## src/rtl/keypad_scanner.sv

```systemverilog
`timescale 1ns/1ps
// 4x4 keypad scanner: sync, column scan, debounce, ASCII encode, FIFO; one key per press.
// Push to key_valid is 2 cycles; no new strobe until lcd_ready is seen low; a full FIFO drops keys.
module keypad_scanner #(
  parameter int SETTLE_CYC   = 8,
  parameter int DEBOUNCE_CYC = 10000,
  parameter int FIFO_DEPTH   = 4
) (
  input  logic       clk,
  input  logic       rst,
  input  logic [3:0] row_n,
  output logic [3:0] col_n,
  input  logic       lcd_ready,
  output logic [7:0] data,
  output logic       key_valid,
  output logic       key_overflow,
  output logic [2:0] fifo_count
);
  localparam int CNT_MAX = (SETTLE_CYC > DEBOUNCE_CYC) ? SETTLE_CYC : DEBOUNCE_CYC;
  localparam int CW = $clog2(CNT_MAX + 1);
  localparam int AW = $clog2(FIFO_DEPTH);
  localparam logic [CW-1:0] SETTLE_END = CW'(SETTLE_CYC);
  localparam logic [CW-1:0] DB_END     = CW'(DEBOUNCE_CYC - 1);
  localparam logic [2:0]    FULL_CNT   = 3'(FIFO_DEPTH);

  typedef enum logic [1:0] {SCAN, PRESS_DB, HELD, REL_DB} scan_t;
  typedef enum logic {IDLE, WAIT_BUSY} hs_t;

  logic [3:0]    sync1, rs_n;
  scan_t         scan_state, scan_next;
  logic [1:0]    col, col_next, row, row_next;
  logic [CW-1:0] cnt, cnt_next;
  logic          armed, push, push_ok, pop;
  logic [7:0]    key_code;
  logic [7:0]    mem [FIFO_DEPTH];
  logic [AW-1:0] wptr, rptr;
  logic [2:0]    count;
  hs_t           hs_state, hs_next;

  function automatic logic [7:0] key_ascii(input logic [1:0] r, input logic [1:0] c);
    case ({r, c})
      4'h0: key_ascii = "1";
      4'h1: key_ascii = "2";
      4'h2: key_ascii = "3";
      4'h3: key_ascii = "A";
      4'h4: key_ascii = "4";
      4'h5: key_ascii = "5";
      4'h6: key_ascii = "6";
      4'h7: key_ascii = "B";
      4'h8: key_ascii = "7";
      4'h9: key_ascii = "8";
      4'hA: key_ascii = "9";
      4'hB: key_ascii = "C";
      4'hC: key_ascii = "*";
      4'hD: key_ascii = "0";
      4'hE: key_ascii = "#";
      default: key_ascii = "D";
    endcase
  endfunction

  always_ff @(posedge clk) begin
    if (rst) begin
      sync1 <= 4'hF;
      rs_n  <= 4'hF;
    end else begin
      sync1 <= row_n;
      rs_n  <= sync1;
    end
  end

  // armed holds the columns released for the first cycle after reset
  always_ff @(posedge clk) begin
    if (rst) begin
      scan_state <= SCAN;
      col        <= 2'd0;
      row        <= 2'd0;
      cnt        <= '0;
      armed      <= 1'b0;
    end else begin
      scan_state <= scan_next;
      col        <= col_next;
      row        <= row_next;
      cnt        <= cnt_next;
      armed      <= 1'b1;
    end
  end

  assign col_n = armed ? ~(4'b0001 << col) : 4'b1111;

  always_comb begin
    scan_next = scan_state;
    col_next  = col;
    row_next  = row;
    cnt_next  = cnt;
    push      = 1'b0;
    if (armed) begin
      unique case (scan_state)
        SCAN: begin
          if (cnt != SETTLE_END) begin
            cnt_next = cnt + CW'(1);
          end else begin
            cnt_next = '0;
            if (rs_n != 4'hF) begin
              scan_next = PRESS_DB;
              if (!rs_n[0])      row_next = 2'd0;
              else if (!rs_n[1]) row_next = 2'd1;
              else if (!rs_n[2]) row_next = 2'd2;
              else               row_next = 2'd3;
            end else begin
              col_next = col + 2'd1;
            end
          end
        end
        PRESS_DB: begin
          if (rs_n[row]) begin
            scan_next = SCAN;
            col_next  = col + 2'd1;
            cnt_next  = '0;
          end else if (cnt == DB_END) begin
            push      = 1'b1;
            scan_next = HELD;
            cnt_next  = '0;
          end else begin
            cnt_next = cnt + CW'(1);
          end
        end
        HELD: begin
          cnt_next = '0;
          if (rs_n == 4'hF) scan_next = REL_DB;
        end
        REL_DB: begin
          if (rs_n != 4'hF) begin
            cnt_next = '0;
          end else if (cnt == DB_END) begin
            scan_next = SCAN;
            col_next  = col + 2'd1;
            cnt_next  = '0;
          end else begin
            cnt_next = cnt + CW'(1);
          end
        end
      endcase
    end
  end

  assign key_code = key_ascii(row, col);

  always_comb begin
    hs_next = hs_state;
    pop     = 1'b0;
    unique case (hs_state)
      IDLE: begin
        if ((count != 3'd0) && lcd_ready) begin
          pop     = 1'b1;
          hs_next = WAIT_BUSY;
        end
      end
      WAIT_BUSY: begin
        if (!lcd_ready) hs_next = IDLE;
      end
    endcase
  end

  // A simultaneous pop frees the slot, so a full FIFO still accepts that push
  assign push_ok = push && ((count != FULL_CNT) || pop);

  always_ff @(posedge clk) begin
    if (rst) begin
      hs_state     <= IDLE;
      key_valid    <= 1'b0;
      key_overflow <= 1'b0;
      data         <= 8'h00;
      wptr         <= '0;
      rptr         <= '0;
      count        <= 3'd0;
    end else begin
      hs_state     <= hs_next;
      key_valid    <= pop;
      key_overflow <= push && !push_ok;
      if (pop) begin
        data <= mem[rptr];
        rptr <= rptr + AW'(1);
      end
      if (push_ok) wptr <= wptr + AW'(1);
      count <= count + {2'b00, push_ok} - {2'b00, pop};
    end
  end

  always_ff @(posedge clk) begin
    if (push_ok && !rst) mem[wptr] <= key_code;
  end

  assign fifo_count = count;

endmodule

```

## config.mk

```make
export PLATFORM = sky130hd
export DESIGN_NAME = keypad_scanner
export DESIGN_NICKNAME = d
export VERILOG_FILES = /design/src/rtl/keypad_scanner.sv
export SDC_FILE = /design/constraint.sdc
export NUM_CORES = 1
export LEC_CHECK = 0
export ABC_AREA = 1
export BUFFER_PORTS_ARGS = -buffer_cell sky130_fd_sc_hd__buf_2
export CORE_UTILIZATION = 60
export CTS_CLUSTER_DIAMETER = 60
export CTS_CLUSTER_SIZE = 12
export DETAILED_ROUTE_END_ITERATION = 12
export GPL_TIMING_DRIVEN = 0
export MAX_ROUTING_LAYER = met4
export PLACE_DENSITY = 0.9
export SYNTH_ARGS = -nofsm -noshare
export SYNTH_HDL_FRONTEND = slang
export SYNTH_SLANG_ARGS = --single-unit
```

## constraint.sdc

```tcl
create_clock -name clk -period 3.1 [get_ports clk]
set_clock_uncertainty 0.05 [all_clocks]
set_input_delay 0.31 -clock clk [delete_from_list [all_inputs] [get_ports clk]]
set_output_delay 0.31 -clock clk [all_outputs]
set_load 0.005 [all_outputs]
```

==> impl_metrics.ini <==
[outcome]
status = complete, no violations

[critical_path]
critPathArrivalTime_ps = 2790
cp_max_fo = 4
criticalPathCategory = flip-flop to flip-flop
timing.critical_path.from_type = flip-flop
r2r_cells = 12
cp-end-kind = flip-flop
timing.critical_path.required_ps = 3340

[floorplanning]
dieArea_mm2 = 0.00606
num_ports = 24
floorplan.core_area_mm2 = 0.00554
die-height_um = 77.9
floorplan.initialDensity_pct = 62.3
floorplan.die.width_um = 77.9
floorplan.rows = 27

[hold_path]
worstHoldPathType = input pin to flip-flop
hold_depth = 2

[grt]
groute.usage.overall_pct = 26.9
grt_pass1_wl_um = 12100
first_global_vias = 2751
grt_start_max_net_pins = 13
grt_overflow = 0
initial_antenna_violation_count = 0

[clock_tree]
cts_max_level = 3
cts.reportedPaths.clkPinSlew_ps = 80
cts_hold_buffers = 0
tritoncts_clock_tree = yes
cts_inserted_buffers = 9
clkLatencyLatePin_ps = 350
cts_root_buffer = clkbuf_8
post_cts_buffers = 0
post_cts.resized_instances = 0
cts_num_sinks = 74
clockBufferDepth = 2

[sta]
maximum_clock_frequency_mhz = 391
report.final.slew_viol_count = 0
fin_ws_ps = 545
final.period_utilization_pct = 82.4
slew_headroom_pct = 55.8
final_hold_fails = 0
crit_path_time_final_ps = 2560
setup_tns_ps = 0
unrepaired_setup_endpoints_after_global_routing = false
setup-violations-final = 0
worstMarginPinSlew_ps = 661

[cells_and_area]
fillCellCount = 436
syn_to_final_growth_pct = 12.1
post_route_cells_drive_above_1_share_pct = 18.0
register_area_mm2 = 0.00176
layout.cell_area.non_filler_mm2 = 0.00387
antenna_cells_inserted = 0
most-common-layout-cells = nor2_1 (79), nand2_1 (49), inv_1 (46), dfxtp_1 (46), o21ai_0 (32)
multi_input_area_mm2 = 0.00143
fin_util_pct = 69.9
layout.cells.most_common = nor2_1
fin_nets = 454

[detailed_routing]
via_per_inst = 5.32
dr_total_vias = 2718
post_drt_wl_per_cell_um = 14.0
drtPass1Iterations = 5
detail_route.iter0.violations = 202
detail-route-antenna-nets = 0
dr_wl_met3_um = 314
drc_errors = 0
wl_met1_um = 2840
wl_met2_um = 3830
top_layer_used = met4
total_wirelength_of_the_detailed_routed_design_um = 7130

[synth]
synth-seq-cells = 74
synthesis.instances = 401
syn-num-nets = 421
syn-cell-area_mm2 = 0.00345
synth.avg_cell_area_um2 = 8.61
synth_sequential_area_ratio_pct = 51.0
synth-warning-count = 0
synthDistinctLibCells = 36

[power]
p_leak_nw = 1.64
peakVddDrop_mv = 0.424
power_density_mw_per_mm2 = 600

[placed_design]
gp_routability_congestion = 0.868
placedInstanceArea_mm2 = 0.00365
hpwl_um = 5050
numPortBuffers = 22
pre_cts_slack_ps = 656

[flow_run]
maxCapViolCount = 0
-- layer usage --
| metal | global-route usage, % | vias to the layer above |
|---|---|---|
| met5 | - | - |
| met4 | 14.9 | 0 |
| met3 | 4.35 | 17 |
| met2 | 49.6 | 82 |
| met1 | 26.9 | 1250 |
| li1 | - | 1369 |
-- report_power, final --
part           switching [mW]  internal, mW  leakage (nW)  total (mW)
sequential             0.0400          1.07         0.605        1.11
combinational           0.241         0.143         0.927       0.385
clock                   0.358         0.468         0.107       0.826
total                   0.639          1.68          1.64        2.32
-- cells in the mapped netlist (all sizes together) --
master	count	area share, %
xor2	8	2.0
edfxtp	28	24
o211ai	5	1.1
ha	12	4.3
clkinv	2	0.22
o22ai	1	0.18
nor2	85	9.8
o21bai	2	0.43
nand2	57	7.2
nand3	9	1.7
clkbuf	5	0.54
or2	9	1.6
nor3	4	1.3
fa	1	0.58
conb	1	0.11
a211oi	1	0.22
buf	7	1.3
inv	50	5.4
a31oi	7	1.3
a21oi	13	2.0
dfxtp	46	27
o21ai	38	5.6
o21a	1	0.22
nand4	9	1.6
-- through the flow --
stage	hold slack (ps)	total power, mW	cells
2_1_floorplan	339	1.38	401
3_3_place_gp	341	1.48	495
3_5_place_dp	347	1.51	495
4_1_cts	74.2	2.33	511
5_1_grt	89.8	2.43	511
6_report	82.3	2.32	511
-- layout make-up --
class | count | share of cell area (%)
Inverter | 52 | 5.04
Tap cell | 72 | 2.33
Clock inverter | 6 | 2.07
Clock buffer | 10 | 3.56
Multi-Input combinational cell | 263 | 37.0
Sequential cell | 74 | 45.5
Buffer | 12 | 1.68
Timing Repair Buffer | 22 | 2.84
-- cell families (layout without fill, tap and decap cells) --
family,count (synthesis),in the layout,share of synthesized area [%]
other,1,1,0.109
AOI/OAI and AO/OA,68,68,11.0
and+or+nand+nor,173,173,23.4
adders and majority gates,13,13,4.93
buffers and inverters,64,102,7.54
xor gates and xnor gates,8,8,2.03
DFF,74,74,51.0
-- critical path, cell delays in order, from the launching register on --
cell	delay (ps)
dfxtp_1	390
ha_1	250
nand3_2	130
nor2_4	120
nand2_2	80
nor3_4	290
or2_2	200
o21ai_1	90
ha_1	230
fa_1	370
inv_1	70
o21ai_0	80
a21oi_1	140
-- worst paths after layout --
path                                from             to  slack [ps]
worst max-delay path              cnt[1]  fifo_count[2]         540
worst min-delay path            row_n[0]       sync1[0]          80
worst max register to register    cnt[1]  fifo_count[2]         540
worst min register to register  sync1[1]        rs_n[1]         360
-- sequential cells by signal, indices dropped and copies added (netlist names), named ones only --
register / cells
mem: 28
cnt: 14
data: 7
rs_n: 4
sync1: 4
fifo_count: 3
col: 2
row: 2
rptr: 2
wptr: 2
armed: 1
hs_state: 1
key_overflow: 1
key_valid: 1
scan_state: 1
Power figures use the tool's default switching activity.
